### config.mk
export PLATFORM = sky130hd
export DESIGN_NAME = keyboard_cmd_decoder_flat
export DESIGN_NICKNAME = d
export VERILOG_FILES = /design/src/rtl/keyboard_cmd_decoder_if.sv /design/src/rtl/keyboard_cmd_decoder.sv /design/src/flat_wrapper.sv
export SDC_FILE = /design/constraint.sdc
export NUM_CORES = 1
export LEC_CHECK = 0
export ABC_AREA = 1
export BUFFER_PORTS_ARGS = -buffer_cell sky130_fd_sc_hd__buf_4
export CORE_MARGIN = 1.5
export CORE_UTILIZATION = 39
export CTS_BUF_LIST = sky130_fd_sc_hd__clkbuf_4 sky130_fd_sc_hd__clkbuf_8 sky130_fd_sc_hd__clkbuf_16
export CTS_CLUSTER_DIAMETER = 80
export CTS_CLUSTER_SIZE = 25
export DETAILED_ROUTE_END_ITERATION = 7
export PLACE_DENSITY = 0.7
export SETUP_SLACK_MARGIN = 0.1
export SLEW_MARGIN = 20
export SYNTH_ARGS = -nofsm -noshare
export SYNTH_HDL_FRONTEND = slang
export SYNTH_SLANG_ARGS = --single-unit
### constraint.sdc
create_clock -name clk -period 0.8 [get_ports clk]
set_input_delay 0.04 -clock clk [delete_from_list [all_inputs] [get_ports clk]]
set_output_delay 0.04 -clock clk [all_outputs]
set_load 0.1 [all_outputs]
### src/rtl/keyboard_cmd_decoder_if.sv
`default_nettype none
// ============================================================================
//  Module      : keyboard_cmd_decoder_if
//  Description : Bundles the key-event input bus and the game-command output
//                bus of keyboard_cmd_decoder.
//                master : key-event source / command consumer (drives events)
//                slave  : the decoder (consumes events, drives commands)
//  Signals     : valid, makeBreak, outCode[7:0]       event side
//                enterEn, moveRightEn, moveLeftEn,
//                moveUpEn, moveDownEn, keyHeld[4:0]    command side
//  Revision    : 1.0  initial release
// ============================================================================
interface keyboard_cmd_decoder_if;
    logic       valid;
    logic       makeBreak;
    logic [7:0] outCode;
    logic       enterEn;
    logic       moveRightEn;
    logic       moveLeftEn;
    logic       moveUpEn;
    logic       moveDownEn;
    logic [4:0] keyHeld;

    modport master (
        output valid, makeBreak, outCode,
        input  enterEn, moveRightEn, moveLeftEn, moveUpEn, moveDownEn, keyHeld
    );

    modport slave (
        input  valid, makeBreak, outCode,
        output enterEn, moveRightEn, moveLeftEn, moveUpEn, moveDownEn, keyHeld
    );
endinterface
`default_nettype wire

### src/rtl/keyboard_cmd_decoder.sv
`default_nettype none
// ============================================================================
//  Module      : keyboard_cmd_decoder
//  Description : Converts decoded PS/2 key events into one-cycle game command
//                pulses. Detects the rising edge of valid, tracks which mapped
//                keys are held, swallows keyboard typematic resends and,
//                optionally, generates its own auto-repeat on held keys.
//  Macro       : KBD_AUTO_REPEAT_EN - builds the auto-repeat FSM and counter.
//  Ports       : clk     system clock
//                resetn  synchronous active-low reset
//                bus     keyboard_cmd_decoder_if.slave (events in, pulses and
//                        keyHeld out; bit order {down,up,left,right,enter})
//  Revision    : 1.0  initial release
// ============================================================================
module keyboard_cmd_decoder #(
    parameter int         REPEAT_DELAY  = 25_000_000,
    parameter int         REPEAT_PERIOD = 5_000_000,
    parameter logic [4:0] REPEAT_MASK   = 5'b11110
) (
    input  wire logic                    clk,
    input  wire logic                    resetn,
    keyboard_cmd_decoder_if.slave        bus
);

    logic       r_validQ;
    logic [4:0] r_keyHeld;
    logic [4:0] r_pulse;

    logic       w_event;
    logic       w_mapped;
    logic [2:0] w_idx;
    logic [4:0] w_keyBit;
    logic [4:0] w_press;
    logic [4:0] w_release;
    logic [4:0] w_rptOneHot;

    // r_validQ resets to 1 so a valid already high at reset release is not
    // mistaken for a fresh event.
    assign w_event = bus.valid & ~r_validQ;

    always_comb begin
        w_mapped = 1'b1;
        w_idx    = 3'd0;
        case (bus.outCode)
            8'h5A:   w_idx = 3'd0;
            8'h74:   w_idx = 3'd1;
            8'h6B:   w_idx = 3'd2;
            8'h75:   w_idx = 3'd3;
            8'h72:   w_idx = 3'd4;
            default: w_mapped = 1'b0;
        endcase
    end

    assign w_keyBit  = w_mapped ? (5'b00001 << w_idx) : 5'b00000;
    // A make of an already-held key is a typematic resend: masked out here.
    assign w_press   = (w_event &  bus.makeBreak) ? (w_keyBit & ~r_keyHeld) : 5'b00000;
    assign w_release = (w_event & ~bus.makeBreak) ? (w_keyBit &  r_keyHeld) : 5'b00000;

    always_ff @(posedge clk) begin
        if (!resetn) begin
            r_validQ  <= 1'b1;
            r_keyHeld <= 5'b00000;
            r_pulse   <= 5'b00000;
        end else begin
            r_validQ  <= bus.valid;
            r_keyHeld <= (r_keyHeld | w_press) & ~w_release;
            r_pulse   <= w_press | w_rptOneHot;
        end
    end

`ifdef KBD_AUTO_REPEAT_EN
    typedef enum logic [1:0] {
        S_IDLE   = 2'd0,
        S_DELAY  = 2'd1,
        S_REPEAT = 2'd2
    } state_t;

    localparam int c_CNT_MAX = (REPEAT_DELAY > REPEAT_PERIOD) ? REPEAT_DELAY : REPEAT_PERIOD;
    localparam int c_CNT_W   = $clog2(c_CNT_MAX);
    localparam logic [c_CNT_W-1:0] c_DELAY_LAST  = c_CNT_W'(REPEAT_DELAY - 1);
    localparam logic [c_CNT_W-1:0] c_PERIOD_LAST = c_CNT_W'(REPEAT_PERIOD - 1);

    state_t               r_state, w_stateNext;
    logic [2:0]           r_rptIdx, w_rptIdxNext;
    logic [c_CNT_W-1:0]   r_cnt, w_cntNext;
    logic [4:0]           w_maskedPress;

    assign w_maskedPress = w_press & REPEAT_MASK;

    always_ff @(posedge clk) begin
        if (!resetn) begin
            r_state  <= S_IDLE;
            r_rptIdx <= 3'd0;
            r_cnt    <= '0;
        end else begin
            r_state  <= w_stateNext;
            r_rptIdx <= w_rptIdxNext;
            r_cnt    <= w_cntNext;
        end
    end

    always_comb begin
        w_stateNext  = r_state;
        w_rptIdxNext = r_rptIdx;
        w_cntNext    = r_cnt;
        w_rptOneHot  = 5'b00000;
        if (|w_maskedPress) begin
            // Newest masked key takes over the repeat slot from any state.
            w_stateNext  = S_DELAY;
            w_rptIdxNext = w_idx;
            w_cntNext    = '0;
        end else if ((r_state != S_IDLE) && w_release[r_rptIdx]) begin
            w_stateNext = S_IDLE;
            w_cntNext   = '0;
        end else begin
            case (r_state)
                S_DELAY: begin
                    if (r_cnt == c_DELAY_LAST) begin
                        w_rptOneHot = 5'b00001 << r_rptIdx;
                        w_cntNext   = '0;
                        w_stateNext = S_REPEAT;
                    end else begin
                        w_cntNext = r_cnt + c_CNT_W'(1);
                    end
                end
                S_REPEAT: begin
                    if (r_cnt == c_PERIOD_LAST) begin
                        w_rptOneHot = 5'b00001 << r_rptIdx;
                        w_cntNext   = '0;
                    end else begin
                        w_cntNext = r_cnt + c_CNT_W'(1);
                    end
                end
                default: begin
                    w_stateNext = S_IDLE;
                    w_cntNext   = '0;
                end
            endcase
        end
    end
`else
    assign w_rptOneHot = 5'b00000;
`endif

    assign bus.enterEn     = r_pulse[0];
    assign bus.moveRightEn = r_pulse[1];
    assign bus.moveLeftEn  = r_pulse[2];
    assign bus.moveUpEn    = r_pulse[3];
    assign bus.moveDownEn  = r_pulse[4];
    assign bus.keyHeld     = r_keyHeld;

endmodule
`default_nettype wire

### src/flat_wrapper.sv
// flat-port wrapper written by rule: the top's interface ports become plain ports
module keyboard_cmd_decoder_flat 
#(
    parameter int         REPEAT_DELAY  = 25_000_000,
    parameter int         REPEAT_PERIOD = 5_000_000,
    parameter logic [4:0] REPEAT_MASK   = 5'b11110
)
  (clk, resetn, bus_valid, bus_makeBreak, bus_outCode, bus_enterEn, bus_moveRightEn, bus_moveLeftEn, bus_moveUpEn, bus_moveDownEn, bus_keyHeld);
  keyboard_cmd_decoder_if bus_i ();
  input  wire logic clk;
  input  wire logic resetn;
  input wire logic [$bits(bus_i.valid)-1:0] bus_valid;
  input wire logic [$bits(bus_i.makeBreak)-1:0] bus_makeBreak;
  input wire logic [$bits(bus_i.outCode)-1:0] bus_outCode;
  output wire logic [$bits(bus_i.enterEn)-1:0] bus_enterEn;
  output wire logic [$bits(bus_i.moveRightEn)-1:0] bus_moveRightEn;
  output wire logic [$bits(bus_i.moveLeftEn)-1:0] bus_moveLeftEn;
  output wire logic [$bits(bus_i.moveUpEn)-1:0] bus_moveUpEn;
  output wire logic [$bits(bus_i.moveDownEn)-1:0] bus_moveDownEn;
  output wire logic [$bits(bus_i.keyHeld)-1:0] bus_keyHeld;
  assign bus_i.valid = bus_valid;
  assign bus_i.makeBreak = bus_makeBreak;
  assign bus_i.outCode = bus_outCode;
  assign bus_enterEn = bus_i.enterEn;
  assign bus_moveRightEn = bus_i.moveRightEn;
  assign bus_moveLeftEn = bus_i.moveLeftEn;
  assign bus_moveUpEn = bus_i.moveUpEn;
  assign bus_moveDownEn = bus_i.moveDownEn;
  assign bus_keyHeld = bus_i.keyHeld;
  keyboard_cmd_decoder #(.REPEAT_DELAY(REPEAT_DELAY), .REPEAT_PERIOD(REPEAT_PERIOD), .REPEAT_MASK(REPEAT_MASK)) u_core (.clk(clk), .resetn(resetn), .bus(bus_i));
endmodule
==> flow_summary.toml <==
[status]
violations = "negative hold slack, negative setup slack"
status = "finished, violations left"

[job]
cap_violations = 0

[synthesis]
synthTopCellsByArea = "dfxtp_1 (43%), nand2_1 (15%), inv_1 (9.6%)"
syn_inst = 75
syn_area_sq_um = 509
yosysTopAreaCell = "dfxtp_1"
ys_types = 12
ys_seq_area_share_pct = 43.2
synth_warnings = 0
ys_ff_latch = 11
syn-num-nets = 87
syn_area_per_cell_sq_um = 6.79
synth_top_area_share_pct = 43.2

[sta]
setup_slack_ns = -0.154
holdWs_ns = -0.0165
rsz0062_at_grt = "true"
drv_slew = 0
tightest_slew_ns = 0.322
max_clock_freq_ghz = 1.05
finalCritPeriodShare_pct = 119
clock_skew_ns = 0.00248
slew_headroom_pct = 78.4
min_period_ns = 0.954
finalSetupViolations = 19
finalHoldViolCount = 1

[route]
ant_nets = 0
drc = 0
drt_wl_total_um = 1430
viasPerCell = 4.80
dr.pass1.iters = 4
dr_total_vias = 586
dr.first_iter.drc_count = 9
wl_per_cell_um = 11.7

[floorplan]
initial_core_util_pct = 44.0
dieArea_sq_um = 1530
core_area_sq_um = 1160
ios = 22
die_w_um = 39.1
num_rows = 12
fp.dieH_um = 39.1

[power]
total_power_w = 0.00108
p_leak_nw = 0.456
power.density_nw_per_um2 = 1120
ir_worst_vdd_mv = 1.14

[global_routing]
grt_pass1_vias = 538
grt-ovfl-total = 0
antenna_found_initial = 0
grt_pass1_wl_um = 2270
globalRouteTotalUtil_pct = 23.0
grt_start_max_net_pins = 7

[worst_setup_path]
cp.arrival_ns = 1.16
required_ns = 1.00
path_max_fanout = 6
cp-start-kind = "register"
cp-end-kind = "register"
worst-setup-path-type = "register to register"

[layout]
drive_gt1_share_pct = 54.6
final_nets = 121
fillers = 73
final_cell_mix = "buf_4 (18), nand2_1 (17), inv_1 (11)"
final_common_cell = "buf_4"
num_antenna_cells = 0
syn_to_final_growth_pct = 88.7
fin_cells = 122
postLayoutCellArea_sq_um = 961

[cts]
htree_levels = 1
cts-root-buf = "clkbuf_4"
cts_tree = "yes"
clk_latency_ns = 0.27
numCtsBuffers = 3
clkTransAtPathRegs_ns = 0.07
clk_path_buf_depth = 2
cts.sinks = 11

[place]
dp.cells = 112
hpwl_um = 892
port_buffers = 21
globalplace.congestion = 0.858
place_area_sq_um = 743

[worst_hold_path]
hold_path.class = "input port to register"
==> final cells by class <==
class,instances,area (sq um),share of cell area (%)
repair buffers,29,345,35.9
multi-input cells,51,273,28.4
flip-flops and latches,11,246,25.7
inverters,13,48.8,5.08
clock buffers,4,30.0,3.12
well taps,14,17.5,1.82
==> cell families (layout without fill, tap and decap cells) <==
logic type | Yosys count | count (layout) | synth area share, %
and+or+nand+nor | 45 | 45 | 41.3
AOI/OAI and AO/OA | 6 | 6 | 5.90
DFF | 11 | 11 | 43.2
buffers and inverters | 13 | 46 | 9.58
==> synthesized netlist by cell type <==
cell     instances
dfxtp_1         11
nor2_4           2
nand2_2          3
o21ai_0          3
nand3_1          5
nand4_1          2
inv_1           13
nor2_2           1
nor2_1           8
nand2_1         20
a21oi_1          3
nor3_1           4
==> state kept, by name, indices dropped and copies added (netlist names) <==
| name | cells |
|---|---|
| u_core.r_pulse | 5 |
| u_core.bus.keyHeld | 5 |
| u_core.r_validQ | 1 |
==> worst paths after layout <==
| path | startpoint | end | slack, ns | cells after the start |
|---|---|---|---|---|
| worst max-delay path | u_core.r_validQ | u_core.bus.keyHeld[2] | -0.15 | 5 |
| worst min-delay path | bus_valid | u_core.r_validQ | -0.02 | 3 |
| worst max register to register | u_core.r_validQ | u_core.bus.keyHeld[2] | -0.15 | 5 |
| worst min register to register | u_core.bus.keyHeld[1] | u_core.r_pulse[1] | 0.54 | 2 |
==> timing repair <==
item                                    CTS  global route
hold buffers                              1             0
endpoints found under the setup margin   20            20
setup buffers                             4             1
endpoints found under the hold margin     1             0
pin swaps                                 6             2
gates resized for setup                  32             3
cloned                                    0             0
==> where the power goes <==
group / switching (W) / total, W / leakage, nW / internal, W
sequential: 0.00000235 / 0.000536 / 0.0953 / 0.000534
clock: 0.000183 / 0.000410 / 0.0184 / 0.000227
combinational: 0.0000707 / 0.000133 / 0.343 / 0.0000623
total: 0.000256 / 0.00108 / 0.456 / 0.000823
==> stage by stage <==
step | setup TNS [ns] | utilization, % | hold slack [ns] | setup slack (ns)
global placement | -0.826 | 64.3 | 0.240 | -0.130
finish | -1.35 | 83.1 | -0.0165 | -0.154
global route | -2.25 | 83.1 | 0.00108 | -0.231
detailed placement | -0.846 | 64.3 | 0.243 | -0.136
CTS | -1.16 | 81.4 | -0.0199 | -0.127
floorplan | -0.259 | - | 0.109 | -0.0601
==> worst max-delay path, stage by stage (launching register included) <==
cell,delay (ns)
dfxtp_2,0.33
nor2_4,0.15
nand2_2,0.09
inv_2,0.09
nand3_1,0.09
a21oi_1,0.13
==> metal layers <==
metal	share of wire, %	track usage [%]
met5	0	0
met3	5.7	8.67
met1	38	23.5
met4	1.6	10.3
met2	55	40.8
No activity file was read; power rests on OpenSTA's default activity.
